## config.mk

```make
export PLATFORM = sky130hd
export DESIGN_NAME = qcl_ddr_tx16_framer
export DESIGN_NICKNAME = d
export VERILOG_FILES = /design/src/rtl/qcl_link_pkg.sv /design/src/rtl/qcl_fifo_2el.sv /design/src/rtl/qcl_ddr_tx16_framer.sv
export SDC_FILE = /design/constraint.sdc
export NUM_CORES = 1
export LEC_CHECK = 0
export ABC_AREA = 1
export CORE_ASPECT_RATIO = 1.75
export CORE_MARGIN = 5
export CORE_UTILIZATION = 40
export DETAILED_ROUTE_END_ITERATION = 12
export PLACE_DENSITY = 0.6
export SLEW_MARGIN = 10
export SYNTH_ARGS = -nofsm -noshare
export SYNTH_HDL_FRONTEND = slang
export SYNTH_SLANG_ARGS = --single-unit
```

## constraint.sdc

```tcl
create_clock -name clk_i -period 5.8 [get_ports clk_i]
set_input_delay 0.87 -clock clk_i [delete_from_list [all_inputs] [get_ports clk_i]]
set_output_delay 0.87 -clock clk_i [all_outputs]
set_load 0.02 [all_outputs]
```

## src/rtl/qcl_link_pkg.sv

```systemverilog
// Shared link definitions for the 16-lane DDR transmit framer and its receive-side aligner.
// Both ends take their training, sync and idle words from here so the two sides always agree.
package qcl_link_pkg;

    typedef enum logic [1:0] {
        TRAIN = 2'd0,
        SYNC  = 2'd1,
        RUN   = 2'd2
    } link_state_e;

    localparam int          TRAIN_CYCLES = 64;
    localparam logic [31:0] TRAIN_WORD   = 32'hFFFF_0000;
    localparam logic [31:0] SYNC_WORD    = 32'h5A5A_A5A5;
    localparam logic [31:0] IDLE_WORD    = 32'h0F0F_F0F0;

endpackage

```

## src/rtl/qcl_fifo_2el.sv

```systemverilog
// Two-entry valid/ready FIFO. Zero-latency ready: ready_o depends only on the registered occupancy and on reset_i.
// A push at occupancy 2 cannot happen, because ready_o is low. A pop with a push at occupancy 1 replaces the head.
module qcl_fifo_2el (
    input  logic        clk_i,
    input  logic        reset_i,
    input  logic [31:0] data_i,
    input  logic        v_i,
    output logic        ready_o,
    output logic [31:0] data_o,
    output logic        v_o,
    input  logic        yumi_i
);

    logic [31:0] head_q, head_d;
    logic [31:0] tail_q, tail_d;
    logic [1:0]  occ_q, occ_d;
    logic        push, pop;

    assign ready_o = (occ_q != 2'd2) & ~reset_i;
    assign v_o     = (occ_q != 2'd0);
    assign data_o  = head_q;
    assign push    = v_i & ready_o;
    assign pop     = yumi_i & v_o;

    always_comb begin
        head_d = head_q;
        tail_d = tail_q;
        occ_d  = occ_q;
        case ({push, pop})
            2'b10: begin
                if (occ_q == 2'd0) head_d = data_i;
                else               tail_d = data_i;
                occ_d = occ_q + 2'd1;
            end
            2'b01: begin
                head_d = tail_q;
                occ_d  = occ_q - 2'd1;
            end
            // Only reachable at occupancy 1: the new word becomes the head.
            2'b11: head_d = data_i;
            default: ;
        endcase
    end

    always_ff @(posedge clk_i) begin
        if (reset_i) begin
            head_q <= '0;
            tail_q <= '0;
            occ_q  <= 2'd0;
        end else begin
            head_q <= head_d;
            tail_q <= tail_d;
            occ_q  <= occ_d;
        end
    end

endmodule

```

## src/rtl/qcl_ddr_tx16_framer.sv

```systemverilog
// Framer for the 16-lane DDR transmit path. It sends a training burst and then a sync word, and then sends user words or idle.
// The output word is registered and always matches the current state. A word accepted in RUN with an empty FIFO appears one cycle later.
// Backpressure: the 2-entry input FIFO accepts in every state, and ready_o drops only when the FIFO is full or reset_i is high.
module qcl_ddr_tx16_framer
    import qcl_link_pkg::*;
#(
    parameter int          train_cycles_p = TRAIN_CYCLES,
    parameter logic [31:0] train_word_p   = TRAIN_WORD,
    parameter logic [31:0] sync_word_p    = SYNC_WORD,
    parameter logic [31:0] idle_word_p    = IDLE_WORD
) (
    input  logic        clk_i,
    input  logic        reset_i,
    input  logic        retrain_i,
    input  logic [31:0] data_i,
    input  logic        v_i,
    output logic        ready_o,
    output logic [31:0] data_par_o,
    output logic        trained_o
);

    localparam int                  cnt_w_lp  = $clog2(train_cycles_p + 1);
    localparam logic [cnt_w_lp-1:0] cnt_last_lp = cnt_w_lp'(train_cycles_p - 1);
    localparam logic [cnt_w_lp-1:0] cnt_one_lp  = cnt_w_lp'(1);

    link_state_e          state_q, state_d;
    logic [cnt_w_lp-1:0]  count_q, count_d;
    logic [31:0]          data_q, data_d;
    logic                 trained_q, trained_d;
    logic                 fifo_vld, fifo_pop;
    logic [31:0]          fifo_dat;

    qcl_fifo_2el u_fifo (
        .clk_i   (clk_i),
        .reset_i (reset_i),
        .data_i  (data_i),
        .v_i     (v_i),
        .ready_o (ready_o),
        .data_o  (fifo_dat),
        .v_o     (fifo_vld),
        .yumi_i  (fifo_pop)
    );

    // The output register is loaded with the word for the next state, so data_par_o always matches state_q.
    always_comb begin
        state_d   = state_q;
        count_d   = count_q;
        data_d    = data_q;
        trained_d = trained_q;
        fifo_pop  = 1'b0;
        if (retrain_i) begin
            state_d   = TRAIN;
            count_d   = '0;
            data_d    = train_word_p;
            trained_d = 1'b0;
        end else begin
            case (state_q)
                TRAIN: begin
                    trained_d = 1'b0;
                    if (count_q == cnt_last_lp) begin
                        state_d = SYNC;
                        count_d = '0;
                        data_d  = sync_word_p;
                    end else begin
                        count_d = count_q + cnt_one_lp;
                        data_d  = train_word_p;
                    end
                end
                SYNC, RUN: begin
                    state_d   = RUN;
                    trained_d = 1'b1;
                    fifo_pop  = fifo_vld;
                    data_d    = fifo_vld ? fifo_dat : idle_word_p;
                end
                default: begin
                    state_d   = TRAIN;
                    count_d   = '0;
                    data_d    = train_word_p;
                    trained_d = 1'b0;
                end
            endcase
        end
    end

    always_ff @(posedge clk_i) begin
        if (reset_i) begin
            state_q   <= TRAIN;
            count_q   <= '0;
            data_q    <= train_word_p;
            trained_q <= 1'b0;
        end else begin
            state_q   <= state_d;
            count_q   <= count_d;
            data_q    <= data_d;
            trained_q <= trained_d;
        end
    end

    assign data_par_o = data_q;
    assign trained_o  = trained_q;

endmodule

```

# Yosys cells after proc, flatten, opt, wreduce, memory -nomap -nowiden
# Cells that the tools add are included.
dict set report totals {
  word_cells 46
  regBits 108
  in_bits 36
  out_inout_bits 34
}
dict set report op_classes {
  muxes 13
  n_bitwise 5
  eq_ne 9
  addsub 3
  n_reduce_logical 9
}
# op count
set op_table {}
lappend op_table {{$mux W32} 3}
lappend op_table {{$pmux W32 S3} 1}
lappend op_table {{$pmux W32 S2} 1}
lappend op_table {{$pmux W7 S2} 1}
lappend op_table {{$pmux W2 S2} 2}
lappend op_table {{$add A7 B1 Y7 const B} 1}
lappend op_table {{$eq A7 B6 Y1 const B} 1}
lappend op_table {{$mux W7} 1}
lappend op_table {{$eq A2 B2 Y1 const B} 3}
lappend op_table {{$eq A2 B1 Y1 const B} 2}
lappend op_table {{$logic_not A2 Y1} 2}
lappend op_table {{$ne A2 B2 Y1 const B} 2}
lappend op_table {{$reduce_and A2 Y1} 2}
lappend op_table {{$reduce_bool A2 Y1} 2}
lappend op_table {{$reduce_or A2 Y1} 2}
lappend op_table {{$and A1 B1 Y1} 3}
lappend op_table {{$mux W1} 3}
lappend op_table {{$reduce_bool A3 Y1} 1}
lappend op_table {{$add A2 B1 Y2 const B} 1}
lappend op_table {{$mux W2} 1}
lappend op_table {{$ne A2 B1 Y1 const B} 1}
lappend op_table {{$not A1 Y1} 2}
lappend op_table {{$sub A2 B1 Y2 const B} 1}

# Depth between registers and ports, before layout
dict set report logic_depth {
  word_depth 8
  ltp_mapped 13
  depth_no_buf 10
}

# Cells and area by module
# From an unflattened synthesis, not the netlist that was laid out.
dict set report hier_totals {
  cells_unflattened 664
  hier_area_um2 4680.7
}
# module area_per_inst_um2 cells_each seq_area_each_um2 instances
set by_module_without_submodules {}
lappend by_module_without_submodules {qcl_fifo_2el 3129.3 475 1321.3 1}
lappend by_module_without_submodules {qcl_ddr_tx16_framer 1551.5 189 840.8 1}

# Least setup slack after synthesis
# OpenSTA, ideal clock, no wires.
dict set report synth_timing {
  kind {input-to-reg}
  start {input retrain_i}
  end {register u_fifo.head_q[0], in the netlist u_fifo.data_o[0]}
  cell_stages 11
  arrival_ps 2269
  slack_ps 3416
  required_ps 5685
  n_path_buf 4
  setup_ps 115
  cell_sequence {inv_1 -> nand3_1 -> buf_2 -> buf_4 -> inv_1 -> ha_1 -> buf_2 -> buf_1 -> o21ai_0 -> a21oi_1 -> nor2_1}
}
dict set report synth_via {
  elab_chain_len 5
  elab_cells_between_ends 9
  cone_classes {eq/ne (4); mux (2); bitwise (1); reduce/logical (2)}
}
# item line
set synth_rtl {}
lappend synth_rtl {{from (decl)} qcl_ddr_tx16_framer.sv:14} ;# input logic retrain_i,
lappend synth_rtl {{$mux W1 (*)} qcl_ddr_tx16_framer.sv:51} ;# if (retrain_i) begin
lappend synth_rtl {{$and A1 B1 Y1 (*)} qcl_fifo_2el.sv:23} ;# assign pop = yumi_i & v_o;
lappend synth_rtl {{$eq A2 B2 Y1 / $eq A2 B1 Y1 (equally long branches)} qcl_fifo_2el.sv:29} ;# case ({push, pop})
lappend synth_rtl {{$ne A2 B1 Y1 (no source line) / $reduce_bool A3 Y1 (equally long branches)} --}
lappend synth_rtl {{$reduce_and A2 Y1 (no source line)} --}
lappend synth_rtl {{to (signal assigned)} qcl_fifo_2el.sv:47} ;# head_q <= '0;
lappend synth_rtl {{to (signal assigned)} qcl_fifo_2el.sv:51} ;# head_q <= head_d;
lappend synth_rtl {{to (decl)} qcl_fifo_2el.sv:14} ;# logic [31:0] head_q, head_d;
# Every way passes the cells marked *; elsewhere a longest branch is shown, timed or not.
# A chain may end at the register's enable or synchronous reset.

# Final worst setup path
dict set report layout_timing {
  start {input retrain_i}
  end {register u_fifo.tail_q[23]}
}
dict set report layout_via {
  elab_chain_len 4
}
# item line
set layout_rtl {}
lappend layout_rtl {{$mux W1} qcl_ddr_tx16_framer.sv:51}
lappend layout_rtl {{$and A1 B1 Y1} qcl_fifo_2el.sv:23}
lappend layout_rtl {{$eq A2 B2 Y1} qcl_fifo_2el.sv:29}
lappend layout_rtl {{$reduce_and A2 Y1 (no source line)} --}
lappend layout_rtl {{to (signal assigned)} qcl_fifo_2el.sv:52} ;# tail_q <= tail_d;
lappend layout_rtl {{to (decl)} qcl_fifo_2el.sv:15} ;# logic [31:0] tail_q, tail_d;
# No other way between the ends.

==> flow_metrics.tcl <==
set metrics [dict create \
    multiInputGateArea_mm2 0.001747 \
    die_h_um 148.3 \
    worst-path-buf-inv 4 \
    drv_cap 0 \
    worstMarginPinSlew_ns 1.145 \
    grt-ovfl-total 0 \
    clkTransAtPathRegs_ns 0.07 \
    switching_power_w 0.0003459 \
    seq_power_share 0.510 \
    synth_top_cell_by_area "dfxtp_1" \
    drt_wl_total_um 9181 \
    seqCellArea_mm2 0.002162 \
    arrival_ns 3.71 \
    cp_top_family "buffers and inverters" \
    fin_crit_sh 0.5937 \
    yosysUniqueCellTypes 26 \
    syn-num-nets 631 \
    powerDensity_mw_per_mm2 283.2 \
    maxSlewViolCount 0 \
    cts_resized 0 \
    cp.required_ns 6.06 \
    grt_pass1_wl_um 15260 \
    drt-vias-per-instance 4.757 \
    synthesis.area_mm2 0.004370 \
    clkPwrFrac 0.411 \
    crit_chain "clkdlybuf4s50_1 > inv_1 > nand3_2 > buf_4 > ha_1 > inv_1 > nor2_4 > o21ai_0 > a21oi_1" \
    drt_iter0_drc 328 \
    yosysWarnings 0 \
    tns_ns 0 \
    num_rows 50 \
    num_vias 3668 \
    die_width_um 89.02 \
    port-buffer-count 69 \
    skew_ns 0.003922 \
    syn_avg_cell_area_um2 7.408 \
    antenna_found_initial 0 \
    die-area_mm2 0.01320 \
    p_sw_frac 0.2264 \
    synth_cells 590 \
    start_kind "primary input" \
    nets 677 \
    critPathCaptureType "register" \
    ant_nets 0 \
    layout_common_cells "108 x dfxtp_1, 91 x nand2_1, 87 x o21ai_0" \
    io_pins 70 \
    layout_commonest_cell "dfxtp_1" \
    gp_congestion 0.7744 \
    grt_max_degree 68 \
    clk_path_buf_depth 2 \
    ctsHtreeMaxLevel 3 \
    hold_class "register to register" \
    setup_viol 0 \
    dr.pass1.iters 4 \
    leakagePower_nw 2.313 \
    root_buffer "clkbuf_16" \
    cpPeakStageDelay_ns 0.88 \
    fp.coreArea_mm2 0.01070 \
    cts_tree "built" \
    crit_top_cell "inv_1" \
    rsz0062_at_grt "false" \
    cp_slowest_cell "nor2_4" \
    post_cts_buffers 0 \
    cts.sinks 108 \
    hp-start "u_fifo.data_o[11]" \
    finalCriticalPeriod_ns 3.444 \
    outcome "finished clean" \
    cts-buffers-inserted 9 \
    num_antenna_cells 0 \
    min_path_cells 2 \
    regToRegStartpoint "state_q[0]" \
    max-slew-margin-rel 0.2349 \
    synth-seq-cells 108 \
    drc 0 \
    reg2reg_slack_ns 2.62 \
    yosysTopAreaCellShare 0.4947 \
    fill_cells 1062 \
    layout-drive-gt1-share 0.04368 \
    synthTopCellsByArea "dfxtp_1 49%, o21ai_0 10%, a21oi_1 8.5%" \
    worstSkewPairLatency_ns 0.34 \
    cp_max_fo 66 \
    ctsHoldBuffers 0 \
    min_to "data_par_o[11]" \
    grt_pass1_vias 3344 \
    max_freq_mhz 290.4 \
    critical_path_class "primary input to register" \
    ys_seq_area_frac 0.4947 \
    ir_drop_uv 149.8 \
    finalHoldViolations 0 \
    wire_per_inst_um 11.91 \
    combPwrFrac 0.079 \
    grt.total_usage 0.1434 \
    rr_endpoint "u_fifo.tail_q[23]" \
    dp_hpwl_um 6307 \
    initial_core_util 0.4085 \
    reg2reg_depth 9 \
    final_util 0.5041 \
    internal-power_w 0.001182 \
    area_growth_pct 23.39 \
]
[registers in the layout, summed over array words and instances, names as in the netlist]
signal	count
data_par_o	32
u_fifo.data_o	32
u_fifo.occ_q	2
trained_o	1
state_q	2
u_fifo.tail_q	32
count_q	7
[synth_stat cells]
cell type    n
inv_1       78
xor2_1       3
a21oi_1     74
buf_2       13
o21a_1       1
o21ai_1      2
o211ai_1     4
dfxtp_1    108
buf_1        3
o21ai_0     87
nor2_2       1
ha_1         5
clkbuf_1    16
nor2_1      52
buf_6        1
nand4_1      1
nor2_4       1
buf_4        1
nor3_2       1
nand2_1     91
clkbuf_2     2
inv_2        3
nand2_2      1
nor4_2       1
nand3_1     39
nand4_2      1
[cell type report]
type,count,area share
sequential,108,0.4009
multi-input combinational,365,0.3239
clock inverter,4,0.01021
timing repair buffer,71,0.1309
inverter,81,0.05638
tap,130,0.03016
clock buffer,12,0.04756
[routing by layer]
layer	global-route usage	vias up	routed length, µm
li1	-	1988	-
met1	0.1915	1590	4302
met2	0.2228	78	4283
met3	0.03271	12	405
met4	0.05589	0	189
met5	0	-	0
[power by group through the flow]
stage               registers, W  logic [W]  clock network, W
floorplan               0.000794  0.0000794                 0
global placement        0.000796   0.000119                 0
detailed placement      0.000796   0.000121                 0
CTS                     0.000779   0.000121          0.000646
global route            0.000782   0.000139          0.000680
finish                  0.000780   0.000121          0.000627
[worst min-delay path: stages, from the launching register on]
cell and delay (ns):
dfxtp_1 0.30, inv_1 0.06, nor2_1 0.05
[worst max-delay path by stage]
stage                              to  slack, ns       from  cells after the start
finish              u_fifo.tail_q[23]       2.36  retrain_i                      9
global placement    u_fifo.tail_q[25]       2.15  retrain_i                      9
floorplan            u_fifo.data_o[0]       3.42  retrain_i                     11
detailed placement  u_fifo.tail_q[23]       2.01  retrain_i                      9
CTS                 u_fifo.tail_q[23]       2.35  retrain_i                      9
global route         u_fifo.tail_q[7]       2.02  retrain_i                      9
[logic make-up after synthesis]
family | Yosys count | synth area share
flops | 108 | 0.4947
xor+xnor | 3 | 0.006013
buf+inv | 117 | 0.1074
compound gates | 168 | 0.1953
fa+ha+maj | 5 | 0.01431
simple gates | 189 | 0.1824
[metrics by stage]
stage	instance area, µm²	total power, W	setup slack (ns)	cells	hold slack, ns
finish	5393	0.001527	2.356	771	0.4441
global route	5393	0.001600	2.021	771	0.4676
CTS	5393	0.001546	2.353	771	0.4481
detailed placement	5081	0.0009169	2.015	755	0.4375
global placement	5081	0.0009142	2.148	755	0.4373
floorplan	4370	0.0008730	3.416	590	0.4165
(Power assumes the default switching activity.)
